<file path="src/rtl/dso_ctrl_panel.sv">
// dso_ctrl_panel: debounced front-panel keys driving the DSO trigger/decimation/edge/scale/run config.
// Optional build macro DSO_CTRL_REPEAT_EN adds auto-repeat on held up/down keys.

module dso_ctrl_deb #(
    parameter int DEB_CYCLES = 1_000_000
) (
    input  logic clk_i,
    input  logic rst_n_i,
    input  logic rdy_i,
    input  logic key_i,
    output logic stable_o,
    output logic press_o
);
    localparam int CW = $clog2(DEB_CYCLES + 1);

    logic [1:0]    sync_q;
    logic [CW-1:0] cnt_q, cnt_d;
    logic          stable_q, stable_d, prev_q, arm_q, arm_d;

    always_comb begin
        cnt_d    = '0;
        stable_d = stable_q;
        if (sync_q[1] != stable_q) begin
            if (cnt_q == CW'(DEB_CYCLES - 1)) stable_d = sync_q[1];
            else                              cnt_d    = cnt_q + CW'(1);
        end
        // A key held through reset must be seen released before its press counts.
        arm_d = arm_q | (rdy_i & ~sync_q[1]);
    end

    always_ff @(posedge clk_i or negedge rst_n_i) begin
        if (!rst_n_i) begin
            sync_q   <= '0;
            cnt_q    <= '0;
            stable_q <= 1'b0;
            prev_q   <= 1'b0;
            arm_q    <= 1'b0;
        end else begin
            sync_q   <= {sync_q[0], key_i};
            cnt_q    <= cnt_d;
            stable_q <= stable_d;
            prev_q   <= stable_q;
            arm_q    <= arm_d;
        end
    end

    assign stable_o = stable_q;
    assign press_o  = stable_q & ~prev_q & arm_q;
endmodule

module dso_ctrl_panel #(
    parameter int DEB_CYCLES        = 1_000_000,
    parameter int REPEAT_DLY_CYCLES = 25_000_000,
    parameter int REPEAT_PER_CYCLES = 5_000_000
) (
    input  logic       sys_clk,
    input  logic       sys_rst_n,
    input  logic       key_sel,
    input  logic       key_up,
    input  logic       key_down,
    input  logic       key_run,
    output logic [7:0] trig_level,
    output logic [9:0] deci_rate,
    output logic       trig_edge,
    output logic [4:0] v_scale,
    output logic       wave_run,
    output logic [1:0] sel_item,
    output logic       cfg_update
);
    localparam int NK = 4;  // lanes: 0 run, 1 sel, 2 up, 3 down

    typedef enum logic [1:0] {S_TRIG = 2'd0, S_DECI = 2'd1, S_EDGE = 2'd2, S_VSCALE = 2'd3} sel_t;

    logic [NK-1:0] keys, stable, press;
    logic [1:0]    rdy_q;
    logic          up_ev, dn_ev;

    assign keys = {key_down, key_up, key_sel, key_run};

    dso_ctrl_deb #(.DEB_CYCLES(DEB_CYCLES)) u_deb [NK-1:0] (
        .clk_i   (sys_clk),
        .rst_n_i (sys_rst_n),
        .rdy_i   (rdy_q[1]),
        .key_i   (keys),
        .stable_o(stable),
        .press_o (press)
    );

`ifdef DSO_CTRL_REPEAT_EN
    localparam int RMAX = (REPEAT_DLY_CYCLES > REPEAT_PER_CYCLES) ? REPEAT_DLY_CYCLES : REPEAT_PER_CYCLES;
    localparam int RW   = $clog2(RMAX + 1);

    logic          rpt_act_q, rpt_act_d, rpt_dn_q, rpt_dn_d, rpt_first_q, rpt_first_d;
    logic [RW-1:0] rpt_cnt_q, rpt_cnt_d;
    logic          rpt_held, rpt_ev;
    logic          stable_unused;

    assign stable_unused = ^stable[1:0];
    assign rpt_held      = rpt_dn_q ? stable[3] : stable[2];
    assign rpt_ev        = rpt_act_q & rpt_held &
                           (rpt_cnt_q == (rpt_first_q ? RW'(REPEAT_DLY_CYCLES) : RW'(REPEAT_PER_CYCLES)));

    // rpt_cnt_q holds cycles elapsed since the last up/down event of the held key.
    always_comb begin
        rpt_act_d   = rpt_act_q;
        rpt_dn_d    = rpt_dn_q;
        rpt_first_d = rpt_first_q;
        rpt_cnt_d   = rpt_cnt_q;
        if (press[0] || press[1]) begin
            rpt_act_d = 1'b0;
        end else if (press[2] || press[3]) begin
            rpt_act_d   = 1'b1;
            rpt_dn_d    = ~press[2];
            rpt_first_d = 1'b1;
            rpt_cnt_d   = RW'(1);
        end else if (!rpt_held) begin
            rpt_act_d = 1'b0;
        end else if (rpt_ev) begin
            rpt_first_d = 1'b0;
            rpt_cnt_d   = RW'(1);
        end else if (rpt_act_q) begin
            rpt_cnt_d = rpt_cnt_q + RW'(1);
        end
    end

    always_ff @(posedge sys_clk or negedge sys_rst_n) begin
        if (!sys_rst_n) begin
            rpt_act_q   <= 1'b0;
            rpt_dn_q    <= 1'b0;
            rpt_first_q <= 1'b0;
            rpt_cnt_q   <= '0;
        end else begin
            rpt_act_q   <= rpt_act_d;
            rpt_dn_q    <= rpt_dn_d;
            rpt_first_q <= rpt_first_d;
            rpt_cnt_q   <= rpt_cnt_d;
        end
    end

    assign up_ev = press[2] | (rpt_ev & ~rpt_dn_q);
    assign dn_ev = press[3] | (rpt_ev & rpt_dn_q);
`else
    logic        stable_unused;
    logic [31:0] rpt_cfg_unused;

    assign stable_unused  = ^stable;
    assign rpt_cfg_unused = 32'(REPEAT_DLY_CYCLES + REPEAT_PER_CYCLES);
    assign up_ev          = press[2];
    assign dn_ev          = press[3];
`endif

    function automatic logic [9:0] deci_lut(input logic [3:0] idx);
        case (idx)
            4'd0:    return 10'd1;
            4'd1:    return 10'd2;
            4'd2:    return 10'd5;
            4'd3:    return 10'd10;
            4'd4:    return 10'd20;
            4'd5:    return 10'd50;
            4'd6:    return 10'd100;
            4'd7:    return 10'd200;
            4'd8:    return 10'd500;
            default: return 10'd1000;
        endcase
    endfunction

    function automatic logic [4:0] vs_lut(input logic [2:0] idx);
        case (idx)
            3'd0:    return 5'b01000;
            3'd1:    return 5'b00100;
            3'd2:    return 5'b00010;
            3'd3:    return 5'b10001;
            3'd4:    return 5'b10010;
            3'd5:    return 5'b10100;
            default: return 5'b11000;
        endcase
    endfunction

    sel_t       state_q, state_d;
    logic [7:0] trig_q, trig_d;
    logic [3:0] deci_idx_q, deci_idx_d;
    logic [9:0] deci_q, deci_d;
    logic       edge_q, edge_d, run_q, run_d, upd_q, upd_d;
    logic [2:0] vs_idx_q, vs_idx_d;
    logic [4:0] vs_q, vs_d;

    // Priority run > sel > up > down; losers in the same cycle are dropped.
    always_comb begin
        state_d    = state_q;
        trig_d     = trig_q;
        deci_idx_d = deci_idx_q;
        edge_d     = edge_q;
        vs_idx_d   = vs_idx_q;
        run_d      = run_q;
        if (press[0]) begin
            run_d = ~run_q;
        end else if (press[1]) begin
            state_d = sel_t'(state_q + 2'd1);
        end else if (up_ev || dn_ev) begin
            case (state_q)
                S_TRIG:
                    if (up_ev) trig_d = (trig_q > 8'd247) ? 8'd255 : trig_q + 8'd8;
                    else       trig_d = (trig_q < 8'd8)   ? 8'd0   : trig_q - 8'd8;
                S_DECI:
                    if (up_ev) begin
                        if (deci_idx_q != 4'd9) deci_idx_d = deci_idx_q + 4'd1;
                    end else if (deci_idx_q != 4'd0) begin
                        deci_idx_d = deci_idx_q - 4'd1;
                    end
                S_EDGE:
                    edge_d = up_ev;
                default:
                    if (up_ev) begin
                        if (vs_idx_q != 3'd6) vs_idx_d = vs_idx_q + 3'd1;
                    end else if (vs_idx_q != 3'd0) begin
                        vs_idx_d = vs_idx_q - 3'd1;
                    end
            endcase
        end
        deci_d = deci_lut(deci_idx_d);
        vs_d   = vs_lut(vs_idx_d);
        upd_d  = (trig_d != trig_q) | (deci_d != deci_q) | (edge_d != edge_q) |
                 (vs_d != vs_q) | (run_d != run_q);
    end

    always_ff @(posedge sys_clk or negedge sys_rst_n) begin
        if (!sys_rst_n) begin
            rdy_q      <= '0;
            state_q    <= S_TRIG;
            trig_q     <= 8'd127;
            deci_idx_q <= 4'd0;
            deci_q     <= 10'd1;
            edge_q     <= 1'b1;
            vs_idx_q   <= 3'd4;
            vs_q       <= 5'b10010;
            run_q      <= 1'b1;
            upd_q      <= 1'b0;
        end else begin
            rdy_q      <= {rdy_q[0], 1'b1};
            state_q    <= state_d;
            trig_q     <= trig_d;
            deci_idx_q <= deci_idx_d;
            deci_q     <= deci_d;
            edge_q     <= edge_d;
            vs_idx_q   <= vs_idx_d;
            vs_q       <= vs_d;
            run_q      <= run_d;
            upd_q      <= upd_d;
        end
    end

    assign trig_level = trig_q;
    assign deci_rate  = deci_q;
    assign trig_edge  = edge_q;
    assign v_scale    = vs_q;
    assign wave_run   = run_q;
    assign sel_item   = state_q;
    assign cfg_update = upd_q;
endmodule

</file>
<file path="config.mk">
export PLATFORM = sky130hd
export DESIGN_NAME = dso_ctrl_panel
export DESIGN_NICKNAME = d
export VERILOG_FILES = /design/src/rtl/dso_ctrl_panel.sv
export SDC_FILE = /design/constraint.sdc
export NUM_CORES = 1
export LEC_CHECK = 0
export BUFFER_PORTS_ARGS = -buffer_cell sky130_fd_sc_hd__buf_2
export CAP_MARGIN = 20
export CORE_MARGIN = 8
export CORE_UTILIZATION = 45
export CTS_CLUSTER_SIZE = 20
export DETAILED_ROUTE_END_ITERATION = 7
export PLACE_DENSITY = 0.7
export SLEW_MARGIN = 25
export SYNTH_ARGS = -nofsm -noshare
export SYNTH_HDL_FRONTEND = slang
export SYNTH_SLANG_ARGS = --single-unit
export TNS_END_PERCENT = 30
</file>
<file path="constraint.sdc">
create_clock -name sys_clk -period 6.4 [get_ports sys_clk]
set_input_delay 0.32 -clock sys_clk [delete_from_list [all_inputs] [get_ports sys_clk]]
set_output_delay 0.32 -clock sys_clk [all_outputs]
set_load 0.01 [all_outputs]
</file>
==> results of run 1 <==
-- metrics by stage --
step                      setup slack (ns)  area, µm²  hold WS [ns]  utilization, %  power (mW)
after floorplan                       2.95       6990        0.0244               -       0.910
after global placement                2.19       7270         0.334            47.8       0.933
after detailed placement              1.98       7270         0.350            47.8       0.934
after CTS                             1.97       7920         0.364            52.1        1.92
after global routing                  1.63       7920         0.386            52.1        1.97
final                                 1.93       7920         0.365            52.1        1.89
-- kinds of logic after synthesis --
| kind of cell | Yosys count | share of synthesized area (%) |
|---|---|---|
| simple gates | 301 | 21.8 |
| flops | 136 | 48.9 |
| compound gates | 101 | 10.4 |
| xor+xnor | 77 | 9.76 |
| buf+inv | 57 | 3.71 |
| fa+ha+maj | 22 | 3.94 |
| mux | 9 | 1.40 |
| other cells | 1 | 0.0537 |
-- worst reg2reg max path, cell delays in order (launching register included) --
cell and delay, ns:
dfrtp_1 0.42, and3b_1 0.81, o2111a_2 0.43, o21ai_0 0.16, xnor2_1 0.53, inv_1 0.17, ha_1 0.31, a21oi_1 0.15
o21ai_0 0.10, a31o_2 0.24, or4_1 0.43, nor4b_2 0.29, o2111a_1 0.21, nand4_1 0.09
-- power groups by stage --
stage | Combinational, mW | Sequential (mW) | Clock, mW
after floorplan | 0.0185 | 0.891 | 0
after global placement | 0.0397 | 0.893 | 0
after detailed placement | 0.0407 | 0.893 | 0
after CTS | 0.0433 | 0.878 | 0.999
after global routing | 0.0498 | 0.879 | 1.04
final | 0.0412 | 0.879 | 0.972
-- per-layer routing --
| metal | wire length (µm) | up-vias | GRT usage, % |
|---|---|---|---|
| met4 | 175 | 0 | 5.09 |
| li1 | - | 2532 | - |
| met3 | 448 | 17 | 3.65 |
| met1 | 6320 | 2462 | 17.8 |
| met2 | 6400 | 67 | 23.5 |
| met5 | 0 | - | 0 |
-- state kept, by name, summed over array words and instances, names as in the netlist --
register,cells
v_scale,5
deci_rate,10
u_deb.arm_q,4
u_deb.cnt_q,80
wave_run,1
sel_item,2
u_deb.prev_q,4
deci_idx_q,3
trig_level,8
rdy_q,2
vs_idx_q,3
trig_edge,1
cfg_update,1
u_deb.stable_o,4
u_deb.sync_q,8
-- cell type report --
class	instances	area [µm²]	area share [%]
well taps	188	235	2.97
multi-input cells	511	3320	41.8
flip-flops and latches	136	3420	43.2
clock inverters	13	155	1.96
inverters	34	130	1.64
clock buffers	18	439	5.54
repair buffers	39	229	2.89
-- cell usage in the layout, fill, tap and decap left out, types with 4 or more instances in the layout --
master / Yosys / layout
dlygate4sd3_1: 0 / 5
o21ai_0: 22 / 22
and3_1: 19 / 19
inv_1: 31 / 31
ha_1: 22 / 22
dfstp_2: 13 / 13
a21oi_1: 18 / 18
xor2_1: 50 / 50
nor2_1: 101 / 101
nand4_1: 17 / 17
or4_1: 4 / 4
dfrtp_1: 123 / 123
and2_1: 4 / 4
nand3b_1: 10 / 10
nor3_1: 15 / 15
or3_1: 11 / 11
clkinv_2: 0 / 5
a21o_1: 8 / 8
a211oi_1: 5 / 5
a31oi_1: 4 / 4
xnor2_1: 26 / 26
buf_2: 4 / 32
clkbuf_16: 0 / 17
mux2_2: 6 / 6
nand2_1: 41 / 41
nor4_1: 9 / 9
or2_2: 4 / 4
o31ai_1: 5 / 5
nand3_1: 43 / 43
-- worst min-delay path by stage --
stage          cells after the start  startpoint                 end
2_1_floorplan                      0   sys_rst_n          cfg_update
3_3_place_gp                       0    rdy_q[0]            rdy_q[1]
3_5_place_dp                       1   sys_rst_n  u_deb[2].cnt_q[13]
4_1_cts                            0    rdy_q[0]            rdy_q[1]
5_1_grt                            0    rdy_q[0]            rdy_q[1]
6_report                           0    rdy_q[0]            rdy_q[1]
==> impl_metrics.env, run 1 <==
export IMPL_dieArea_um2=19800
export IMPL_cp_required_ns=6.67
export IMPL_p_sw_share_pct=20.8
export IMPL_syn_area_um2=6990
export IMPL_critPathBufInv=1
export IMPL_grt_pass1_wl_mm=23.4
export IMPL_postCtsSetupBuffers=0
export IMPL_ff2ff_path_depth=13
export IMPL_syn_instance_count=704
export IMPL_grtUsageTotal_pct=14.3
export IMPL_nFillCells=1330
export IMPL_hp_class="reg -> reg"
export IMPL_setup_worst_path_start="u_deb[2].stable_o"
export IMPL_period_share_pct=69.8
export IMPL_reg2reg_slack_ns=1.93
export IMPL_tightest_slew_ns=0.941
export IMPL_syn_num_nets=732
export IMPL_cts_hold_buf=5
export IMPL_fp_row_count=45
export IMPL_synth_seq_cells=136
export IMPL_syn2layout_area_growth_pct=13.4
export IMPL_r2r_start="u_deb[2].stable_o"
export IMPL_start_util_pct=46.0
export IMPL_cts_resized=0
export IMPL_yosysTopAreaCell="dfrtp_1"
export IMPL_critPathSlowestCell="and3b_1"
export IMPL_clock_sinks=136
export IMPL_die_w_um=141
export IMPL_p_leak_nw=3.58
export IMPL_yosysTopAreaCellShare_pct=44.0
export IMPL_p_switching_uw=394
export IMPL_dpl_cell_count=903
export IMPL_worstSetupPathDepth=13
export IMPL_dp_hpwl_mm=9.34
export IMPL_clk_pin_slew_ns=0.06
export IMPL_antenna_found_initial=0
export IMPL_cp_cell_sequence="and3b_1, o2111a_2, o21ai_0, xnor2_1, inv_1, ha_1, a21oi_1, o21ai_0, a31o_2, or4_1, nor4b_2, o2111a_1, nand4_1"
export IMPL_yosysWarnings=0
export IMPL_numPortBuffers=33
export IMPL_endpoint_kind="flip-flop"
export IMPL_cp_common_cell="o21ai_0"
export IMPL_htreeDepth=4
export IMPL_drt_iter0_markers=265
export IMPL_ys_top_cells_by_count="123 x dfrtp_1, 101 x nor2_1, 50 x xor2_1"
export IMPL_cts_root_buf="clkbuf_16"
export IMPL_synth_ff_type="dfrtp_1"
export IMPL_routed_wl_mm=13.3
export IMPL_io_pins=34
export IMPL_cts_buffer_depth=2
export IMPL_cp_arrival_ns=4.74
export IMPL_synth_area_top_cells="dfrtp_1 44%, xor2_1 6.3%, nor2_1 5.4%"
export IMPL_avgSynthCellArea_um2=9.93
export IMPL_p_int_mw=1.50
export IMPL_drv_slew=0
export IMPL_cts_tree="yes"
export IMPL_fin_cells=939
export IMPL_gp_congestion=0.845
export IMPL_ir_worst_vdd_uv=182
export IMPL_start_kind="flip-flop"
export IMPL_grt_start_max_net_pins=74
export IMPL_ys_types=74
export IMPL_fin_nets=767
export IMPL_grt_overflow=0
export IMPL_fin_tns_setup_ns=0
export IMPL_path_delay_family="simple AND/OR/NAND/NOR gates"
export IMPL_grt_pass1_vias=5004
export IMPL_numCtsBuffers=17
export IMPL_wire_per_inst_um=14.2
export IMPL_fin_crit_ns=4.47
export IMPL_synth_most_common_cell="dfrtp_1"
export IMPL_hold_violations=0
export IMPL_path_max_fanout=25
export IMPL_pwr_share_seq_pct=46.4
export IMPL_slew_headroom_pct=37.3
export IMPL_path_class="reg -> reg"
export IMPL_rsz0062_at_grt="false"
export IMPL_antennaDiodeCount=0
export IMPL_seq_area_frac_synth_pct=48.9
export IMPL_drc_errors=0
export IMPL_fmax_mhz=224
export IMPL_power_density_nw_per_um2=239
export IMPL_critical_path_max_stage_delay_ns=0.81
export IMPL_drv_cap=0
export IMPL_coreArea_um2=15200
export IMPL_fp_dieH_um=141
export IMPL_synthArstFlopShare_pct=100
export IMPL_r2r_end="cfg_update"
export IMPL_outcome="complete, no violations"
export IMPL_drtAntennaViolNets=0
export IMPL_finalSetupViolations=0
export IMPL_vias=5078
export IMPL_fin_skew_ns=0.0104
export IMPL_crit_path_end="cfg_update"
export IMPL_pwr_share_comb_pct=2.2
export IMPL_drive_gt1_share_pct=14.2
export IMPL_synth_edf_count=0
export IMPL_firstDrtPassIters=4
export IMPL_insertion_delay_ns=0.42
export IMPL_clkPwrFrac_pct=51.4
export IMPL_viasPerCell=5.41
Power figures use the tool's default switching activity.
==> run 2, diff against run 1 <==
--- a/config.mk
+++ b/config.mk
@@ -11,7 +11,7 @@
 export CORE_UTILIZATION = 45
 export CTS_CLUSTER_SIZE = 20
 export DETAILED_ROUTE_END_ITERATION = 7
-export PLACE_DENSITY = 0.7
+export PLACE_DENSITY = 0.72
 export SLEW_MARGIN = 25
 export SYNTH_ARGS = -nofsm -noshare
 export SYNTH_HDL_FRONTEND = slang
==> constraint.sdc (replaced) <==
create_clock -name sys_clk -period 3.8 [get_ports sys_clk]
set_input_delay 0.19 -clock sys_clk [delete_from_list [all_inputs] [get_ports sys_clk]]
set_output_delay 0.19 -clock sys_clk [all_outputs]
set_load 0.01 [all_outputs]
==> impl_metrics.env, run 2 (synthesized netlist as in run 1, its figures left out) <==
export IMPL_outcome="complete, no violations"
export IMPL_r2r_start="deci_idx_q[0]"
export IMPL_reg2reg_slack_ns=0.23
export IMPL_gp_congestion=0.885
export IMPL_critPathSlowestCell="dfrtp_1"
export IMPL_routed_wl_mm=13.3
export IMPL_vias=5103
export IMPL_start_util_pct=46.0
export IMPL_clock_sinks=136
export IMPL_firstDrtPassIters=4
export IMPL_ir_worst_vdd_uv=292
export IMPL_path_class="reg -> reg"
export IMPL_syn2layout_area_growth_pct=14.8
export IMPL_fin_util_pct=52.8
export IMPL_period_share_pct=94.0
export IMPL_drc_errors=0
export IMPL_p_sw_share_pct=21.8
export IMPL_critPathBufInv=2
export IMPL_hp_class="reg -> reg"
export IMPL_fin_skew_ns=0.00665
export IMPL_start_kind="flip-flop"
export IMPL_cts_tree="yes"
export IMPL_hold_start="u_deb[1].sync_q[0]"
export IMPL_die_w_um=141
export IMPL_antennaDiodeCount=0
export IMPL_endpoint_kind="flip-flop"
export IMPL_cp_cell_sequence="inv_1, ha_1, nand2b_1, mux2_2, o21ai_1, xnor2_1, inv_1, ha_1, a21oi_1, o21ai_0, a31o_2, or4_1, nor4b_2, o2111a_1, nand4_1"
export IMPL_cp_arrival_ns=3.85
export IMPL_coreArea_um2=15200
export IMPL_drv_cap=0
export IMPL_dp_hpwl_mm=8.99
export IMPL_path_delay_family="compound AO/OA/AOI/OAI gates"
export IMPL_cts_root_buf="clkbuf_16"
export IMPL_largest_reg_flops=80
export IMPL_drt_iter0_markers=301
export IMPL_htreeDepth=4
export IMPL_rsz0062_at_grt="false"
export IMPL_ff2ff_path_depth=15
export IMPL_fmax_mhz=280
export IMPL_fin_crit_ns=3.57
export IMPL_largest_register="u_deb.cnt_q"
export IMPL_drtAntennaViolNets=0
export IMPL_antenna_found_initial=0
export IMPL_p_switching_uw=722
export IMPL_drive_gt1_share_pct=15.1
export IMPL_drv_slew=0
export IMPL_worstHoldPathCells=0
export IMPL_clk_pin_slew_ns=0.06
export IMPL_p_leak_nw=3.63
export IMPL_fin_tns_setup_ns=0
export IMPL_clkPwrFrac_pct=53.3
export IMPL_p_int_mw=2.60
export IMPL_grt_start_max_net_pins=102
export IMPL_cp_required_ns=4.08
export IMPL_dieArea_um2=19800
export IMPL_grtUsageTotal_pct=14.3
export IMPL_postCtsSetupBuffers=0
export IMPL_power_density_nw_per_um2=414
export IMPL_hold_violations=0
export IMPL_io_pins=34
export IMPL_tightest_slew_ns=0.888
export IMPL_wire_per_inst_um=14.1
export IMPL_grt_overflow=0
export IMPL_numCtsBuffers=17
export IMPL_finalSetupViolations=0
export IMPL_grt_pass1_wl_mm=23.5
export IMPL_grt_pass1_vias=4985
export IMPL_insertion_delay_ns=0.42
export IMPL_min_to="u_deb[1].sync_q[1]"
export IMPL_numPortBuffers=33
export IMPL_fp_row_count=45
export IMPL_pwr_share_seq_pct=44.5
export IMPL_r2r_end="cfg_update"
export IMPL_slew_headroom_pct=40.8
export IMPL_post_route_worst_setup_slack_ns=0.228
export IMPL_cts_buffer_depth=2
export IMPL_critical_path_max_stage_delay_ns=0.45
export IMPL_layout_commonest_cell="dfrtp_1"
export IMPL_fin_nets=775
export IMPL_final_cell_mix="123 x dfrtp_1, 101 x nor2_1, 50 x xor2_1"
export IMPL_dp_slack_ns=0.214
export IMPL_fp_dieH_um=141
export IMPL_viasPerCell=5.38
export IMPL_pwr_share_comb_pct=2.2
export IMPL_path_max_fanout=7
-- run 2: changes by cell type in the layout (fill, tap and decap cells not counted), sizes merged --
cell / before / now
clkbuf: 18 / 17
inv: 34 / 41
clkinv: 7 / 1
buf: 34 / 42
bufinv: 3 / 4
-- run 2: worst max path at each step --
stage | startpoint | to | slack, ns | depth (start not counted)
6_report | deci_idx_q[0] | cfg_update | 0.23 | 15
5_1_grt | deci_idx_q[0] | cfg_update | 0.04 | 15
4_1_cts | deci_idx_q[0] | cfg_update | 0.19 | 15
3_5_place_dp | deci_idx_q[0] | cfg_update | 0.21 | 15
3_3_place_gp | deci_idx_q[0] | cfg_update | 0.31 | 15
2_1_floorplan | deci_idx_q[0] | cfg_update | 0.35 | 15
-- run 2: layout make-up --
cell class	count	area (µm²)
Multi-Input combinational cell	511	3310
Fill cell	1346	7180
Inverter	34	130
Sequential cell	136	3420
Clock inverter	15	213
Timing Repair Buffer	47	289
Tap cell	188	235
Clock buffer	17	425
-- run 2: routing by layer --
layer	global-route usage [%]	share of wire, %
met1	18.8	49
met2	22.2	45
met3	4.36	4.4
met4	4.86	1.4
met5	0	0
-- run 2: power groups by stage --
stage	sequential (mW)	clock [mW]	combinational, mW
4_1_cts	1.48	1.81	0.0748
3_3_place_gp	1.50	0	0.0692
2_1_floorplan	1.50	0	0.0312
3_5_place_dp	1.50	0	0.0702
5_1_grt	1.48	1.88	0.0856
6_report	1.48	1.77	0.0714
-- run 2: timing repair --
item,4_1_cts,5_1_grt
setup endpoints to repair,0,1
hold buffers,5,0
endpoints found under the hold margin,98,0
resized for setup,0,1
-- run 2: stage by stage --
step / power [mW] / cells / cell area [µm²] / hold WS (ns)
after floorplan: 1.53 / 704 / 6990 / -0.106
after global placement: 1.57 / 911 / 7330 / 0.300
after detailed placement: 1.57 / 911 / 7330 / 0.300
after CTS: 3.36 / 948 / 8020 / 0.355
after global routing: 3.44 / 948 / 8020 / 0.356
final: 3.32 / 948 / 8020 / 0.353
